<file path="src/rtl/serdes_pkg.sv">
// Shared types and constants for the SERDES transmit scheduler.
package serdes_pkg;

    localparam logic [3:0] HDR_SYNC = 4'hA;

    typedef enum logic [1:0] {
        ST_IDLE = 2'd0,
        ST_HDR  = 2'd1,
        ST_DATA = 2'd2
    } state_t;

    localparam int DATA_W = 32;
    typedef logic [DATA_W-1:0] data_t;
    typedef logic [7:0]        byte_t;

    // Index width that stays legal (>= 1 bit) for single-entry ranges.
    function automatic int idx_w(input int n);
        return (n > 1) ? $clog2(n) : 1;
    endfunction

endpackage

</file>
<file path="src/rtl/rr_arbiter.sv">
// Combinational round-robin pick: search starts one past the last grant and wraps.
module rr_arbiter #(
    parameter int NUM_SRC = 2,
    parameter int IDX_W   = 1
) (
    input  logic [NUM_SRC-1:0] i_req,
    input  logic [IDX_W-1:0]   i_last,
    output logic [NUM_SRC-1:0] o_grant,
    output logic [IDX_W-1:0]   o_idx
);

    // Walk offsets from farthest to nearest so the nearest requester wins.
    always_comb begin
        o_grant = '0;
        o_idx   = '0;
        for (int off = NUM_SRC; off >= 1; off--) begin
            if (i_req[(int'(i_last) + off) % NUM_SRC]) begin
                o_grant = '0;
                o_grant[(int'(i_last) + off) % NUM_SRC] = 1'b1;
                o_idx   = IDX_W'((int'(i_last) + off) % NUM_SRC);
            end
        end
    end

endmodule

</file>
<file path="src/rtl/serdes_tx_scheduler.sv">
// Arbitrates AXIS sources and serialises each accepted word as a header byte
// followed by its bytes, little-endian, into a downstream byte FIFO.
module serdes_tx_scheduler
    import serdes_pkg::*;
#(
    parameter int LOGIC_SIZE = 32,
    parameter int NUM_SRC    = 2
) (
    input  logic                                m_axis_aclk,
    input  logic                                m_axis_reset_n,
    input  logic [NUM_SRC-1:0][LOGIC_SIZE-1:0]  m_axis_tdata,
    input  logic [NUM_SRC-1:0]                  m_axis_valid,
    output logic [NUM_SRC-1:0]                  m_axis_ready,
    output logic [7:0]                          o_to_fifo,
    input  logic                                w_full,
    output logic                                w_req
);

    localparam int BYTES  = LOGIC_SIZE / 8;
    localparam int IDX_W  = idx_w(NUM_SRC);
    localparam int BIDX_W = idx_w(BYTES);

    state_t                  r_state;
    logic [BIDX_W-1:0]       r_idx;
    logic [BYTES-1:0][7:0]   r_hold;
    logic [IDX_W-1:0]        r_src;
    logic [IDX_W-1:0]        r_last;

    logic [NUM_SRC-1:0]      w_grant;
    logic [IDX_W-1:0]        w_gidx;
    logic                    w_hs;
    byte_t                   w_byte;

    rr_arbiter #(
        .NUM_SRC (NUM_SRC),
        .IDX_W   (IDX_W)
    ) u_arb (
        .i_req   (m_axis_valid),
        .i_last  (r_last),
        .o_grant (w_grant),
        .o_idx   (w_gidx)
    );

    // Ready is gated by reset so nothing is offered while the block is held.
    assign m_axis_ready = (r_state == ST_IDLE && m_axis_reset_n) ? w_grant : '0;
    assign w_hs         = |(m_axis_valid & m_axis_ready);
    assign w_req        = (r_state != ST_IDLE) && !w_full;

    always_comb begin
        w_byte = '0;
        case (r_state)
            ST_HDR:  w_byte = {HDR_SYNC, 4'(r_src)};
            ST_DATA: w_byte = r_hold[r_idx];
            default: w_byte = '0;
        endcase
    end
    assign o_to_fifo = w_byte;

    always_ff @(posedge m_axis_aclk or negedge m_axis_reset_n) begin
        if (!m_axis_reset_n) begin
            r_state <= ST_IDLE;
            r_idx   <= '0;
            r_hold  <= '0;
            r_src   <= '0;
            r_last  <= IDX_W'(NUM_SRC - 1);
        end else begin
            case (r_state)
                ST_IDLE: begin
                    if (w_hs) begin
                        r_hold  <= m_axis_tdata[w_gidx];
                        r_src   <= w_gidx;
                        r_last  <= w_gidx;
                        r_state <= ST_HDR;
                    end
                end
                ST_HDR: begin
                    if (!w_full) begin
                        r_idx   <= '0;
                        r_state <= ST_DATA;
                    end
                end
                ST_DATA: begin
                    if (!w_full) begin
                        if (r_idx == BIDX_W'(BYTES - 1)) begin
                            r_idx   <= '0;
                            r_state <= ST_IDLE;
                        end else begin
                            r_idx   <= r_idx + BIDX_W'(1);
                        end
                    end
                end
                default: r_state <= ST_IDLE;
            endcase
        end
    end

endmodule

</file>
<file path="config.mk">
export PLATFORM = sky130hd
export DESIGN_NAME = serdes_tx_scheduler
export DESIGN_NICKNAME = d
export VERILOG_FILES = /design/src/rtl/serdes_pkg.sv /design/src/rtl/rr_arbiter.sv /design/src/rtl/serdes_tx_scheduler.sv
export SDC_FILE = /design/constraint.sdc
export NUM_CORES = 1
export LEC_CHECK = 0
export ABC_CLOCK_PERIOD_IN_PS = 2600
export CAP_MARGIN = 0
export CELL_PAD_IN_SITES_DETAIL_PLACEMENT = 0
export CELL_PAD_IN_SITES_GLOBAL_PLACEMENT = 1
export CORE_MARGIN = 2
export CORE_UTILIZATION = 36
export DETAILED_ROUTE_END_ITERATION = 8
export MAX_ROUTING_LAYER = met4
export PLACE_DENSITY = 0.95
export SETUP_SLACK_MARGIN = 0.4
export SKIP_LAST_GASP = 1
export SLEW_MARGIN = 20
export SYNTH_ARGS = -nofsm -noshare
export SYNTH_HDL_FRONTEND = slang
export SYNTH_SLANG_ARGS = --single-unit
export TNS_END_PERCENT = 1
</file>
<file path="constraint.sdc">
create_clock -name m_axis_aclk -period 2.6 [get_ports m_axis_aclk]
set_input_delay 0.52 -clock m_axis_aclk [delete_from_list [all_inputs] [get_ports m_axis_aclk]]
set_output_delay 0.52 -clock m_axis_aclk [all_outputs]
set_load 0.02 [all_outputs]
</file>
# Word level (Yosys, flattened, before mapping)
# Cells that the tools add are included.
[word_totals]
ff_bits = 38
output_inout_bits = 11
in_bits = 69
wordCells = 68
[classes]
order_cmp = 6
muxes = 29
n_eq_ne = 7
n_bitwise = 3
n_reduce_logical = 12
n_addsub = 3
[op_table]
columns = ["op", "n"]
rows = [
  ["32-bit two-way mux", 2],
  ["2-bit two-way mux", 10],
  ["8-bit binary-select mux with 2-bit select", 1],
  ["8-bit case mux with 2 select lines", 1],
  ["1-bit two-way mux", 10],
  ["2-bit by 3-bit < comparator with 1-bit output (second input constant)", 3],
  ["8-bit two-way mux", 1],
  ["2-bit != test (second input constant)", 4],
  ["2-bit case mux with 3 select lines", 1],
  ["2-bit equality test (second input constant)", 2],
  ["2-bit by 1-bit greater-or-equal comparator with 1-bit output (second input constant)", 2],
  ["1-bit logical AND", 4],
  ["2-bit case mux with 2 select lines", 1],
  ["4-bit AND reduction", 1],
  ["2-bit nonzero test", 2],
  ["3-bit AND reduction", 1],
  ["1-bit adder (second input constant)", 2],
  ["2-bit by 1-bit adder with 2-bit output (second input constant)", 1],
  ["1-bit bitwise AND (first input constant)", 2],
  ["2-bit bitwise AND", 1],
  ["1-bit demux with 1-bit select", 2],
  ["2-bit by 1-bit equality test with 1-bit output (second input constant)", 1],
  ["2-bit zero test", 1],
  ["1-bit by 2-bit < comparator with 1-bit output (second input constant)", 1],
  ["3 further kinds", 3],
]

# Logic depth before layout (Yosys ltp)
# Gate-level depths: netlist of the first run.
[logic_depth]
word_depth = 13
depth_mapped = 7
ltp_nobuf = 5

# By module
# A second synthesis of the first run with hierarchy kept.
[hier_totals]
hier_cells = 202
area_unflattened_um2 = 2117.0
[by_module_without_submodules]
columns = ["mod", "instances", "area_each_um2", "seq_area_each_um2", "cells_each"]
rows = [
  ["serdes_tx_scheduler", 1, 2090.8, 952.2, 198],
  ["rr_arbiter", 1, 26.3, 0.0, 4],
]

# Worst setup path after synthesis of the first run
# OpenSTA, ideal clock, no wires.
[synth_timing]
kind = "reg-to-output"
start = "register r_state[0]"
end = "output port o_to_fifo[7]"
stages_incl_launch_ff = 6
t_arrival_ns = 1.320
path_buffers = 1
path_slack_ns = 0.760
required_time_ns = 2.080
path_cell_list = "dfrtp_1 inv_1 ha_1 clkbuf_1 a21oi_1 nor2b_1"
[synth_between]
elab_chain_cells = 2
word_cells_on_any_way = 3
classes_between = "eq/ne (2); mux (1)"
[synth_lines]
columns = ["item", "line_no", "rtl"]
rows = [
  ["from (decl)", "serdes_tx_scheduler.sv:23", "state_t r_state;"],
  ["from (signal assigned)", "serdes_tx_scheduler.sv:61", "r_state <= ST_IDLE;"],
  ["from (signal assigned)", "serdes_tx_scheduler.sv:73", "r_state <= ST_HDR;"],
  ["from (signal assigned)", "serdes_tx_scheduler.sv:79", "r_state <= ST_DATA;"],
  ["2-bit equality test or 2-bit by 1-bit equality test with 1-bit output (tied branches)", "serdes_tx_scheduler.sv:51", "case (r_state)"],
  ["8-bit case mux with 2 select lines *", "serdes_tx_scheduler.sv:51", ""],
  ["to (decl)", "serdes_tx_scheduler.sv:14", "output logic [7:0] o_to_fifo,"],
]
# Mark *: on every way between the ends. The rest lies on a longest branch, timed or not.

# Final worst setup path of the first run
[layout_timing]
start = "register r_idx[0]"
end = "output port o_to_fifo[6]"
[layout_between]
elab_chain_cells = 3
[layout_lines]
columns = ["item", "line_no", "rtl"]
rows = [
  ["from (decl)", "serdes_tx_scheduler.sv:24", "logic [BIDX_W-1:0] r_idx;"],
  ["from (signal assigned)", "serdes_tx_scheduler.sv:88", "r_idx <= r_idx + BIDX_W'(1);"],
  ["8-bit binary-select mux with 2-bit select", "serdes_tx_scheduler.sv:53", "ST_DATA: w_byte = r_hold[r_idx];"],
  ["8-bit two-way mux (implied by the code)", "serdes_tx_scheduler.sv:53", ""],
  ["8-bit case mux with 2 select lines", "serdes_tx_scheduler.sv:51", ""],
]
# Every way passes these cells. The select of a mux whose other input is x is not followed.

==> results of run 1 <==
state kept, by name, summed over array words and instances (netlist names):
signal and flops:
r_hold 32, r_idx 2, r_state 2, r_src 1
r_last 1
stage by stage:
| stage | setup slack, ns | instances | total power, uW | instance area (um2) |
|---|---|---|---|---|
| floorplan | 0.760 | 201 | 1850 | 2130 |
| global placement | 0.159 | 349 | 2240 | 2990 |
| detailed placement | 0.122 | 349 | 2290 | 2990 |
| CTS | 0.304 | 357 | 2910 | 3140 |
| global route | 0.245 | 357 | 3090 | 3140 |
| finish | 0.321 | 357 | 2870 | 3140 |
worst max path at each step:
stage / startpoint / end / slack (ns) / cells after the start
3_5_place_dp: m_axis_valid[0] / m_axis_ready[0] / 0.12 / 4
3_3_place_gp: m_axis_valid[0] / m_axis_ready[0] / 0.16 / 4
4_1_cts: r_idx[0] / o_to_fifo[6] / 0.30 / 4
2_1_floorplan: r_state[0] / o_to_fifo[7] / 0.76 / 5
6_report: r_idx[0] / o_to_fifo[6] / 0.32 / 4
5_1_grt: r_idx[0] / o_to_fifo[0] / 0.24 / 5
per-layer routing:
layer  wire length [um]  track usage
met3                282       0.0422
met4                 58       0.0492
met2               2460        0.282
met1               2080        0.186
met5                  0            -
critical path, delay by kind of cell (launching register included):
family | cells | cell delay, ns
and+or+nand+nor | 1 | 0.19
DFF | 1 | 0.38
muxes | 1 | 0.49
buffers and inverters | 2 | 0.41
kinds of logic (layout without fill, tap and decap cells):
| logic type | after synthesis | in the layout |
|---|---|---|
| AND/OR/NAND/NOR | 50 | 50 |
| AO/OA/AOI/OAI | 47 | 47 |
| multiplexers | 41 | 41 |
| flip-flops | 38 | 38 |
| buffers and inverters | 20 | 101 |
| adder cells (fa/ha/maj) | 5 | 5 |
cell usage in the layout, fill, tap and decap left out, types with 5 or more instances in the layout:
cell	synthesis	routed
mux2i_1	32	32
dfrtp_1	37	37
inv_1	6	6
o21ai_1	32	32
clkdlybuf4s15_2	0	5
clkbuf_8	0	6
clkdlybuf4s50_1	0	67
and3_1	5	5
nand2_1	35	35
buf_4	0	5
mux4_2	8	8
timing repair:
item                       CTS  global route
hold endpoints to repair     0             0
buffers inserted             0             0
setup endpoints to repair   11            11
resized for setup           32             3
cell type report:
cell class	instances	area, um2
clock buffers	6	82.6
clock inverters	2	60.1
fillers	549	2670
inverters	6	22.5
multi-input cells	143	1080
flip-flops and latches	38	952
well taps	75	93.8
repair buffers	87	857
synthesized netlist by cell type, drive strengths merged:
cell,n
and3,5
dfstp,1
nor2b,2
a21bo,1
a21oi,5
o211ai,1
nand2b,1
nand2,35
dfrtp,37
buf,10
a32o,2
a221oi,1
a222oi,1
inv,6
ha,5
nand3,4
nor2,3
a221o,1
clkbuf,4
mux2,1
o21ai,35
mux2i,32
mux4,8
power groups by stage:
| stage | Sequential [uW] | Clock, uW | Combinational, uW |
|---|---|---|---|
| after floorplan | 974 | 0 | 875 |
| after global placement | 1020 | 0 | 1220 |
| after detailed placement | 1040 | 0 | 1250 |
| after CTS | 1030 | 628 | 1250 |
| after global routing | 1060 | 655 | 1370 |
| final | 1030 | 617 | 1230 |
==> flow_metrics.py, run 1 <==
metrics = {
    "logic_synthesis": {
        "ys_seq_area_frac": 0.447,
        "syn_nets": 275,
        "netlist_area_um2": 2130,
        "ys_ff_latch": 38,
        "muxShareOfSynthArea": 0.240,
        "synth_top_family_by_area": "multiplexers",
        "synth.avg_cell_area_um2": 10.6,
        "syn-instance-count": 201,
        "yosys-top-cells-area": "dfrtp_1, mux2i_1, mux4_2",
        "synth_top_area_cell": "dfrtp_1",
        "synth_cell_types": 26,
        "yosys.area_share.simple": 0.0998,
        "synth_top_area_share": 0.435,
        "synth-xor-area-share": 0,
        "ys_warn_count": 0,
        "synth-compound-area-share": 0.127,
        "synth_fa_ha_area_frac": 0.0294,
    },
    "final_layout": {
        "utilization": 0.541,
        "drive_gt1_frac": 0.138,
        "antennaDiodeCount": 0,
        "fin_nets": 355,
        "area_growth_pct": 47.6,
    },
    "sta": {
        "finalSetupViolCount": 0,
        "whs_ns": 0.0940,
        "period_needed_ns": 2.28,
        "fin_tns_setup_ns": 0,
        "rsz0062_at_grt": "true",
        "slew_viol_final": 0,
        "post-route-period-util": 0.877,
        "relSlewSlack": 0.648,
        "worstMarginPinSlew_ns": 0.528,
        "fin_skew_ns": 0.00685,
        "fmax_mhz": 439,
        "finalHoldViolations": 0,
    },
    "grt": {
        "grt_remaining_overflow": 0,
        "track_usage": 0.163,
        "grt_pass1_wl_um": 7800,
        "grt_pass1_vias": 1659,
        "grt_max_degree": 65,
        "grt_antenna_before_repair": 0,
    },
    "run_status": {
        "status": "completed",
    },
    "clock_network": {
        "cts.sinks": 38,
        "clk-insertion-delay-late_ns": 0.29,
        "htree_levels": 2,
        "cts_tree": "yes",
        "cts_buffers": 5,
        "clkTransAtPathRegs_ns": 0.07,
        "clockBufferDepth": 2,
        "clk_root_buffer_cell": "clkbuf_8",
        "postCtsHoldBufs": 0,
    },
    "setup_path": {
        "max_stage_delay_ns": 0.49,
        "r2r-end": "r_state[0]",
        "worstSetupPathType": "register to output pin",
        "regToRegStartpoint": "r_idx[1]",
        "critPathSlowestCell": "mux4_2",
        "path_max_fanout": 6,
        "r2r_slack_ns": 0.86,
        "critPathLaunchType": "register",
        "worstPathCellList": "buf_6 -> mux4_2 -> and3_1 -> clkdlybuf4s15_2",
        "critPathCaptureType": "output pin",
        "required_ns": 2.08,
        "worstRegToRegCells": 4,
        "critPathArrivalTime_ns": 1.76,
    },
    "route": {
        "drc": 0,
        "drt_iter0_drc": 50,
        "via_per_inst": 4.89,
        "dr.pass1.iters": 4,
        "wire_per_inst_um": 13.7,
        "wirelength_um": 4880,
        "ant_nets": 0,
        "vias": 1747,
    },
    "floorplanning": {
        "start_util": 0.366,
        "dieArea_um2": 6550,
        "core-area_um2": 5820,
        "die_h_um": 80.9,
        "die_w_um": 80.9,
        "io_pins": 80,
        "rows": 28,
    },
    "power_and_ir_drop": {
        "p_leak_uw": 0.00146,
        "internal-power_uw": 1910,
        "pwr-share-comb": 0.428,
        "switching_share": 0.335,
        "power.share.clock": 0.215,
        "powerDensity_nw_per_um2": 914,
        "seqPwrFrac": 0.357,
        "switchingPower_uw": 962,
        "ir_worst_vdd_v": 0.000432,
    },
    "placed_design": {
        "routabilityCongestion": 0.791,
        "dp_hpwl_um": 3700,
        "port_buffers": 79,
    },
    "job": {
        "max_cap_violations": 0,
    },
    "worst_hold_path": {
        "hold_class": "input port to asynchronous set/reset pin",
    },
}
(Power assumes the default switching activity.)
==> inputs of run 2 (changes only) <==
CAP_MARGIN = 15   (was 0)
TNS_END_PERCENT = 50   (was 1)
==> run 2 against run 1 <==
Net effect:
- via count is 0.57% higher
- cell count stayed put
- worst setup slack better by 0.013 ns
==> flow_metrics.py, run 2 (synthesis gave the netlist of run 1 again) <==
metrics = {
    "run_status": {
        "status": "completed",
    },
    "sta": {
        "slew_viol_final": 0,
        "worstMarginPinSlew_ns": 0.530,
        "finalSetupViolCount": 0,
        "fmax_mhz": 441,
        "setup_ws_ns": 0.334,
        "whs_ns": 0.0927,
        "rsz0062_at_grt": "true",
        "relSlewSlack": 0.647,
        "finalHoldViolations": 0,
        "period_needed_ns": 2.27,
        "fin_tns_setup_ns": 0,
        "fin_skew_ns": 0.00707,
        "post-route-period-util": 0.871,
    },
    "route": {
        "ant_nets": 0,
        "drt_iter0_drc": 57,
        "wirelength_um": 4880,
        "dr.pass1.iters": 4,
        "wire_per_inst_um": 13.7,
        "vias": 1757,
        "via_per_inst": 4.92,
        "drc": 0,
    },
    "final_layout": {
        "layout_common_cells": "clkdlybuf4s50_1, dfrtp_1, nand2_1",
        "multi_input_area_um2": 1080,
        "final_common_cell": "clkdlybuf4s50_1",
        "area_growth_pct": 46.5,
        "drive_gt1_frac": 0.149,
        "largest-register": "r_hold",
        "largest_register_ffs": 32,
        "fillers": 556,
        "fin_nets": 355,
        "top_regs": "r_hold: 32 flops, r_idx: 2 flops, r_state: 2 flops",
        "design_area_um2": 3120,
        "antennaDiodeCount": 0,
        "ff_latch_area_um2": 952,
    },
    "setup_path": {
        "r2r-end": "r_state[0]",
        "endpoint": "o_to_fifo[4]",
        "path_max_fanout": 6,
        "worstSetupPathType": "register to output pin",
        "required_ns": 2.08,
        "regToRegStartpoint": "r_idx[1]",
        "r2r_slack_ns": 0.86,
        "critPathCaptureType": "output pin",
        "worstRegToRegCells": 4,
        "cp-startpoint": "r_idx[0]",
        "critPathLaunchType": "register",
        "critPathArrivalTime_ns": 1.75,
    },
    "floorplanning": {
        "die_h_um": 80.9,
        "rows": 28,
        "start_util": 0.366,
        "dieArea_um2": 6550,
        "core-area_um2": 5820,
        "die_w_um": 80.9,
        "io_pins": 80,
    },
    "grt": {
        "grt_antenna_before_repair": 0,
        "grt_pass1_wl_um": 7820,
        "grt_remaining_overflow": 0,
        "grt_pass1_vias": 1659,
        "grt_max_degree": 65,
        "track_usage": 0.163,
    },
    "worst_hold_path": {
        "hold_class": "input port to asynchronous set/reset pin",
    },
    "power_and_ir_drop": {
        "internal-power_uw": 1910,
        "power.share.clock": 0.215,
        "switchingPower_uw": 965,
        "ir_worst_vdd_v": 0.000437,
        "total_power_uw": 2870,
        "seqPwrFrac": 0.357,
        "switching_share": 0.336,
        "p_leak_uw": 0.00146,
        "pwr-share-comb": 0.428,
        "powerDensity_nw_per_um2": 919,
    },
    "clock_network": {
        "clockBufferDepth": 2,
        "clk_root_buffer_cell": "clkbuf_8",
        "post_cts_buffers": 0,
        "cts.sinks": 38,
        "clk-insertion-delay-late_ns": 0.29,
        "clkTransAtPathRegs_ns": 0.08,
        "cts_tree": "yes",
        "cts_buffers": 5,
        "postCtsHoldBufs": 0,
        "htree_levels": 2,
    },
    "placed_design": {
        "port_buffers": 79,
        "routabilityCongestion": 0.791,
        "dp_slack_ns": 0.122,
        "placement.cell_area_um2": 2990,
        "dp_hpwl_um": 3700,
    },
    "job": {
        "max_cap_violations": 0,
    },
}
[run 2: cell count changes in the layout (fill, tap and decap cells not counted), sizes merged]
cell / before / now
clkdlybuf4s15: 5 / 1
dlygate4sd2: 2 / 0
buf: 12 / 16
clkbuf: 6 / 8
[run 2: power groups by stage]
stage | Sequential (uW) | Clock [uW] | Combinational, uW
final | 1020 | 618 | 1230
after floorplan | 974 | 0 | 875
after global placement | 1020 | 0 | 1220
after CTS | 1030 | 628 | 1240
after global routing | 1060 | 655 | 1370
after detailed placement | 1040 | 0 | 1250
[run 2: how the worst min path moves through the flow]
stage | from | endpoint | cells after the start
2_1_floorplan | m_axis_reset_n | r_hold[0] | 0
3_3_place_gp | m_axis_reset_n | r_state[1] | 1
3_5_place_dp | m_axis_reset_n | r_state[1] | 1
4_1_cts | m_axis_reset_n | r_state[1] | 1
5_1_grt | m_axis_reset_n | r_state[1] | 1
6_report | m_axis_reset_n | r_state[1] | 1
[run 2: metrics by stage]
step	utilization	std cells
2_1_floorplan	-	201
3_3_place_gp	0.515	349
3_5_place_dp	0.515	349
4_1_cts	0.537	357
5_1_grt	0.537	357
6_report	0.537	357
[run 2: layout make-up]
class                   instances  share of cell area
multi-input cells             143               0.346
inverters                       6             0.00721
clock buffers                   6              0.0265
repair buffers                 87               0.266
flip-flops and latches         38               0.305
well taps                      75              0.0301
clock inverters                 2              0.0192
[run 2: repair_timing]
| item | 4_1_cts | 5_1_grt |
|---|---|---|
| endpoints found under the setup margin | 11 | 11 |
| gates resized for setup | 35 | 11 |
| endpoints found under the hold margin | 0 | 0 |
| pin swaps | 0 | 1 |
[run 2: critical path, cell delays in order, from the launching register on]
cell and delay, ns:
dfrtp_1 0.38, buf_6 0.16, mux4_2 0.49, and3_1 0.18
clkdlybuf4s15_2 0.25
[run 2: metal layers]
layer,vias to the layer above,part of all wire,wire (um),GRT usage
met2,59,0.50,2460,0.282
met5,-,0,0,-
met3,5,0.061,297,0.0422
met4,0,0.012,58,0.0492
li1,876,-,-,-
met1,817,0.42,2060,0.187
